[src/rtl/bus_arbiter.sv]
// Shared address/memory bus arbiter: CPU fetch, pipeline data cycles, one DMA.
// Optional burst-length cap guarded by BUS_ARBITER_BURST_LIMIT_EN.
module bus_arbiter #(
  parameter int BURST_MAX = 16
) (
  input  logic       clk,
  input  logic       reset,
  input  logic       bus_request,
  input  logic       fetch_suppress,
  input  logic       dma_req,
  input  logic       dma_last,
  output logic       dma_grant,
  output logic       fetch_stall,
  output logic [1:0] addr_owner,
  output logic       conflict
);

  typedef enum logic [1:0] {
    IDLE,
    PEND,
    DMA,
    COOL
  } state_t;

  localparam logic [1:0] OWN_FETCH = 2'b00;
  localparam logic [1:0] OWN_DATA  = 2'b01;
  localparam logic [1:0] OWN_DMA   = 2'b10;
  localparam logic [1:0] OWN_NONE  = 2'b11;

  state_t state;
  state_t state_nxt;
  logic   limit_hit;
  logic   burst_end;
  logic   dma_entry;

  if (BURST_MAX < 2 || BURST_MAX > 256) begin : g_bad_burst_max
    $error("bus_arbiter: BURST_MAX must be 2..256");
  end

  assign dma_entry = (state != DMA) && (state_nxt == DMA);

`ifdef BUS_ARBITER_BURST_LIMIT_EN
  localparam int CW = $clog2(BURST_MAX);
  localparam logic [CW-1:0] CNT_MAX = CW'(BURST_MAX - 1);

  logic [CW-1:0] burst_cnt;

  assign limit_hit = (burst_cnt == CNT_MAX);

  // Saturating count of granted cycles in the current burst
  always_ff @(posedge clk or posedge reset) begin
    if (reset) begin
      burst_cnt <= '0;
    end else if (dma_entry) begin
      burst_cnt <= '0;
    end else if (state == DMA && !limit_hit) begin
      burst_cnt <= burst_cnt + 1'b1;
    end
  end
`else
  assign limit_hit = 1'b0;
`endif

  assign burst_end = !dma_req || dma_last || limit_hit;

  always_ff @(posedge clk or posedge reset) begin
    if (reset) begin
      state <= IDLE;
    end else begin
      state <= state_nxt;
    end
  end

  always_comb begin
    state_nxt = state;
    unique case (state)
      IDLE: begin
        if (dma_req) begin
          state_nxt = bus_request ? PEND : DMA;
        end
      end
      PEND: begin
        if (!dma_req) begin
          state_nxt = IDLE;
        end else if (!bus_request) begin
          state_nxt = DMA;
        end
      end
      DMA: begin
        if (burst_end) begin
          state_nxt = COOL;
        end
      end
      COOL: begin
        state_nxt = IDLE;
      end
      default: begin
        state_nxt = IDLE;
      end
    endcase
  end

  // Fetch is frozen while a burst is pending, so it shows no owner
  always_comb begin
    addr_owner = OWN_FETCH;
    if (reset) begin
      addr_owner = OWN_NONE;
    end else if (state == DMA) begin
      addr_owner = OWN_DMA;
    end else if (bus_request) begin
      addr_owner = OWN_DATA;
    end else if (fetch_suppress || state == PEND) begin
      addr_owner = OWN_NONE;
    end
  end

  always_ff @(posedge clk or posedge reset) begin
    if (reset) begin
      dma_grant   <= 1'b0;
      fetch_stall <= 1'b0;
      conflict    <= 1'b0;
    end else begin
      dma_grant   <= (state_nxt == DMA);
      fetch_stall <= (state_nxt == DMA) || (state_nxt == PEND);
      conflict    <= conflict || ((state == DMA) && bus_request);
    end
  end

endmodule

[config.mk]
export PLATFORM = sky130hd
export DESIGN_NAME = bus_arbiter
export DESIGN_NICKNAME = d
export VERILOG_FILES = /design/src/rtl/bus_arbiter.sv
export SDC_FILE = /design/constraint.sdc
export NUM_CORES = 1
export LEC_CHECK = 0
export CAP_MARGIN = 20
export CORE_AREA = 2 2 39 41
export DETAILED_ROUTE_END_ITERATION = 8
export DIE_AREA = 0 0 41 43
export PLACE_DENSITY = 0.38
export SYNTH_ARGS = -nofsm -noshare
export SYNTH_HDL_FRONTEND = slang
export SYNTH_SLANG_ARGS = --single-unit
[constraint.sdc]
create_clock -name clk -period 3.15 [get_ports clk]
set_input_delay 0.315 -clock clk [delete_from_list [all_inputs] [get_ports clk]]
set_output_delay 0.315 -clock clk [all_outputs]
set_load 0.01 [all_outputs]
==> results of run 1 <==
cell families after synthesis:
logic type      after synthesis
compound gates                7
fa+ha+maj                     1
buf+inv                       5
flops                         5
simple gates                  5
cells in the final DEF, fill, tap and decap left out:
cell type / Yosys / layout
nor4_1: 1 / 1
clkbuf_1: 0 / 1
nor2b_4: 1 / 1
nor2_1: 1 / 1
inv_2: 1 / 1
a21o_2: 1 / 1
inv_1: 4 / 4
clkdlybuf4s50_1: 0 / 10
a31oi_1: 1 / 1
o21ai_1: 1 / 1
clkbuf_4: 0 / 3
a22oi_2: 1 / 1
ha_1: 1 / 1
o21ai_0: 1 / 1
nand2b_1: 1 / 1
dfrtp_1: 5 / 5
a21oi_1: 1 / 1
a21o_1: 1 / 1
nor2b_2: 1 / 1
registers in the layout (all words and copies together), names as in the netlist:
name,cells
fetch_stall,1
dma_grant,1
conflict,1
state,2
critical path: stages:
cell and delay (ns):
clkdlybuf4s50_1 0.59, o21ai_1 0.10, a31oi_1 0.16, clkdlybuf4s50_1 0.55
power by group through the flow:
stage	Sequential [mW]	Clock [mW]	Combinational, mW
3_5_place_dp	0.108	0	0.127
4_1_cts	0.108	0.0777	0.128
6_report	0.108	0.0720	0.124
3_3_place_gp	0.108	0	0.126
5_1_grt	0.113	0.0845	0.139
2_1_floorplan	0.112	0	0.0647
metrics by stage:
step / hold slack (ns) / utilization [%] / instance area [um^2]
floorplan: 0.102 / - / 245
global placement: 0.443 / 26.4 / 365
detailed placement: 0.461 / 26.4 / 365
CTS: 0.363 / 28.3 / 392
global route: 0.378 / 28.3 / 392
finish: 0.358 / 28.3 / 392
worst paths after layout:
kind                             startpoint       endpoint  slack [ns]
worst max-delay path            bus_request  addr_owner[0]        1.12
worst min-delay path                  reset       conflict        0.36
worst max register to register     state[1]    fetch_stall        1.99
min in group clk                   conflict       conflict        0.46
max in group asynchronous             reset       state[1]        2.61
worst min register to register     conflict       conflict        0.46
metal layers:
layer	up-vias	track usage [%]	routed length [um]
met4	0	8.00	0
met5	-	0	0
li1	104	-	-
met1	89	8.52	213
met3	0	3.14	66
met2	9	10.0	225
layout make-up:
type	count	area [um^2]
well taps	16	20.0
multi-input cells	13	101
flip-flops and latches	5	125
inverters	5	18.8
clock buffers	4	26.3
repair buffers	10	100
fillers	143	992
==> metrics, run 1 <==
row count=14; CTS tree=yes; Worst-Margin Slew=0.230 ns; Top Ports=11; async set-reset flop share out of synthesis=100%; fin nets=45; clk sink count=5; initial antenna violation count=0; most frequent cells after synthesis=dfrtp_1 (5), inv_1 (4); Reg power frac=35.5%; VDD IR max=0.244 mV; Post-Synthesis Cells=23; Tcrit/Tclk final=64.6%; Vias/cell=3.81; clock share of power=23.6%; CP arrival=1.72 ns; Initial Util=17.7%; Pwr Density=778 nW/um^2; synthesized area=245 um^2; Synth Register Bits=5; critical path launch point type=input port; Final ANT Viol Nets=0; worst r2r path cells=4; Power Internal=0.208 mW; Cell Count, Final, Fillers Out=53; status=finished clean; post-synthesis mux area share=0%; Post-Synth Adder-Cell Area=5.10%; Mapped Nets=30; worst hold path type=input port to asynchronous set/reset pin; combinational power share=40.8%; clk root buf=clkbuf_4; simple-gate portion of the synthesized area=15.8%; Synth area leader=dfrtp_1; CP max FO=6; grt ovf=0; static leakage=0.178 nW; max_cap viols=0; Ant. Diodes=0; All-Layer GR Usage=7.68%; largest family of logic cells by synthesized area=compound AO/OA/AOI/OAI gates; CTS-repair resized insts=0; distinct cell type count after synthesis=16; Chip Height=43 um; pre-CTS WS=1.11 ns; count leader, synth=dfrtp_1; Total Wirelength=505 um; Final Hold Fails=0; port bufs=10; Pwr Total=0.305 mW; GP Congestion=0.592; Synth Warn #=0; NetSw=0.0963 mW; H-tree Lvls=1; Fmax=0.492 GHz; drt pass-1 iters=3; layout cells sized above 1=21.6%; post-synth top area share=51.0%; final setup margin=1.12 ns; core area=1380 um^2; Sw Ratio=31.6%; post-synthesis xor/xnor area fraction=0%; top cells by area, synth=dfrtp_1 (51%), inv_1 (6.1%), nor2b_4 (5.6%), a22oi_2 (5.1%), ha_1 (5.1%); Final Slew Violations=0; Die Span X=41 um; ys flop type=dfrtp_1; largest net degree at the start of global routing=7; Slew HR=84.5%; cts bufs inserted=3; CP Data Required Time=2.83 ns; RSZ-0062 raised after global routing=false; DRT iter0 DRCs=2; drc violations=0; number of instances in the placed design=49; Clock Skews=0.00187 ns; clock-pin slew on the worst setup and hold paths=0.04 ns; vias=202; Compound-Gate Fraction of Synth Area=20.4%; Final setup viols=0; first-pass GRT wire length=855 um; Fin Setup TNS=0 ns; Clk Latency, worst-skew pair=0.24 ns; cts hold-fix bufs=0; vias in the first global route=219; routed length per placed instance=9.53 um; Area Growth Syn to Fin=59.7%; Worst Setup End Kind=output port; worst-case clock buffer depth=2; register area share after synthesis=51.0%; Setup Buffers After CTS=0; Synth Area per Inst=10.7 um^2; die area=1760 um^2; post-DP HPWL=395 um; Crit Path Category=input port to output port; Tmin final=2.03 ns; EDFF count, synth=0
(Power assumes the default switching activity.)
==> inputs of run 2 (changes only) <==
- clock period: 3.15 -> 2 ns (I/O delays scaled with it)
==> run 2 against run 1 <==
- core utilization grew 0.54 points
- count of clock-buffer cells in the layout is the same
- sequential power grew 59%
- clock power grew 62%
- worst setup slack lost 0.94 ns
- total power grew 60%
- design area grew 1.9%
- first-iteration DRC count grew 50%
- worst hold slack lost 0.051 ns
- final cell count grew 1.9%
- via count grew 9.9%
- combinational power grew 60%
==> metrics, run 2 (synthesis results as in run 1) <==
status=finished clean; port bufs=10 (unchanged); grt ovf=0 (unchanged); Setup Buffers After CTS=0 (unchanged); H-tree Lvls=1 (unchanged); CP top delay family=buffers and inverters; vias=222 (+9.9%); worst-case clock buffer depth=2 (unchanged); drt pass-1 iters=2 (-1); CP arrival=1.62 ns (-0.10 ns); Tmin final=1.82 ns; commonest non-fill, non-tap cell in the layout=clkdlybuf4s50_1; Slew HR=85.1% (+0.53 points); layout cells sized above 1=23.7% (+2.1 points); post-layout util=28.8% (+0.54 points); Initial Util=17.7% (unchanged); GP Congestion=0.548 (-7.5%); first-pass GRT wire length=890 um (+4.1%); Fmax=0.548 GHz; Top Ports=11 (unchanged); die area=1760 um^2 (unchanged); clk root buf=clkbuf_4; slowest CP cell=clkdlybuf4s50_1; pre-CTS WS=0.169 ns (-0.940 ns); combinational power share=40.8% (about the same); post-DP HPWL=446 um (+13%); RSZ-0062 raised after global routing=false; Pwr Density=1220 nW/um^2 (+57%); largest net degree at the start of global routing=7 (unchanged); Worst-Margin Slew=0.222 ns (-0.00791 ns); Ant. Diodes=0 (unchanged); Chip Height=43 um (unchanged); drc violations=0 (unchanged); max FFs per register=2 (unchanged); Worst Path Buf+Inv=2 (unchanged); Reg power frac=35.3% (-0.2 points); Multi-input gate area=101 um^2 (unchanged); Area Growth Syn to Fin=62.8%; max_cap viols=0 (unchanged); worst hold path type=input port to asynchronous set/reset pin; Final ANT Viol Nets=0 (unchanged); DRT iter0 DRCs=3 (+1); core area=1380 um^2 (unchanged); Sw Ratio=32.4% (+0.81 points); Final Slew Violations=0 (unchanged); CTS tree=yes; Total Wirelength=556 um (+10%); Die Span X=41 um (unchanged); cts bufs inserted=3 (unchanged); Worst Setup End Kind=output port; cts hold-fix bufs=0 (unchanged); CTS-repair resized insts=0 (unchanged); vias in the first global route=236 (+7.8%); Vias/cell=4.11 (+7.9%); Fin Setup TNS=0 ns (unchanged); Clk Latency, worst-skew pair=0.24 ns (about the same); clock share of power=23.9% (+0.3 points); initial antenna violation count=0 (unchanged); Final Hold Fails=0 (unchanged); static leakage=0.182 nW (+2.7%); CP Data Required Time=1.80 ns (-1.03 ns); final setup margin=0.176 ns (-0.940 ns); Clock Skews=0.00182 ns (-0.0000475 ns); CP max FO=6 (unchanged); critical path cell sequence=clkdlybuf4s50_1, o21ai_1, a31oi_1, clkdlybuf4s50_1; routed length per placed instance=10.3 um (+8.1%); commonest cells after routing, fill and taps aside=clkdlybuf4s50_1 (10), dfrtp_1 (5), inv_1 (4), clkbuf_4 (3); most flop-heavy register=state; Tcrit/Tclk final=91.2%; Register Area=125 um^2 (unchanged); NetSw=0.158 mW (+64%); critical path launch point type=input port; clk sink count=5 (unchanged); VDD IR max=0.434 mV (+78%); Crit path top cell by count=clkdlybuf4s50_1; clock-pin slew on the worst setup and hold paths=0.04 ns (about the same); Crit Path Category=input port to output port; All-Layer GR Usage=7.97% (+0.29 points); row count=14 (unchanged); Crit path largest cell delay=0.58 ns (about the same); fill count=153 (+7.0%); Power Internal=0.330 mW (+58%); Final setup viols=0 (unchanged); fin nets=46 (+2.2%)
run 2: cell count changes in the layout (fill, tap and decap cells not counted), sizes merged:
cell | previous run | this run
buf | 0 | 1
run 2: routing by layer:
metal | routed length, um | vias to the layer above | global-route usage, % | share of wire [%]
li1 | - | 106 | - | -
met1 | 216 | 107 | 7.84 | 39
met2 | 277 | 9 | 11.3 | 50
met3 | 62 | 0 | 3.66 | 11
met4 | 0 | 0 | 8.00 | 0
met5 | 0 | - | 0 | 0
run 2: final timing paths:
path,startpoint,to,slack (ns),cells after the start
setup reg to reg,state[1],fetch_stall,0.82,4
max in group asynchronous,reset,state[0],1.59,3
setup / recovery,bus_request,addr_owner[0],0.18,4
hold / removal,reset,state[1],0.31,3
hold reg to reg,conflict,conflict,0.46,1
min in group clk,conflict,conflict,0.46,1
run 2: worst reg2reg max path: cells and delay by family (launching register included):
family,cells,cell delay [ns]
flip-flops,1,0.41
AND/OR/NAND/NOR,1,0.16
buffers and inverters,1,0.03
adder cells (fa/ha/maj),1,0.27
AO/OA/AOI/OAI,1,0.20
run 2: layout make-up:
| cell class | count | area share, % |
|---|---|---|
| Clock buffer | 4 | 6.58 |
| Inverter | 5 | 4.70 |
| Multi-Input combinational cell | 13 | 25.4 |
| Sequential cell | 5 | 31.3 |
| Tap cell | 16 | 5.02 |
| Timing Repair Buffer | 11 | 27.0 |
run 2: through the flow:
stage,instance area (um^2),power [mW],hold WS (ns),std cells
final,399,0.488,0.307,54
after global routing,399,0.524,0.351,54
after CTS,399,0.499,0.303,54
after detailed placement,373,0.377,0.456,50
after global placement,373,0.371,0.448,50
after floorplan,245,0.279,-0.0129,23
run 2: power groups by stage:
stage	registers [mW]	clock network [mW]	logic (mW)
CTS	0.173	0.122	0.204
global placement	0.171	0	0.200
finish	0.172	0.117	0.199
detailed placement	0.172	0	0.205
global route	0.178	0.127	0.220
floorplan	0.177	0	0.102
==> inputs of run 3 (changes only) <==
- ABC_AREA: default -> 0
==> results of run 3 <==
Final layout, timing and power as in run 2 (identical DEF).
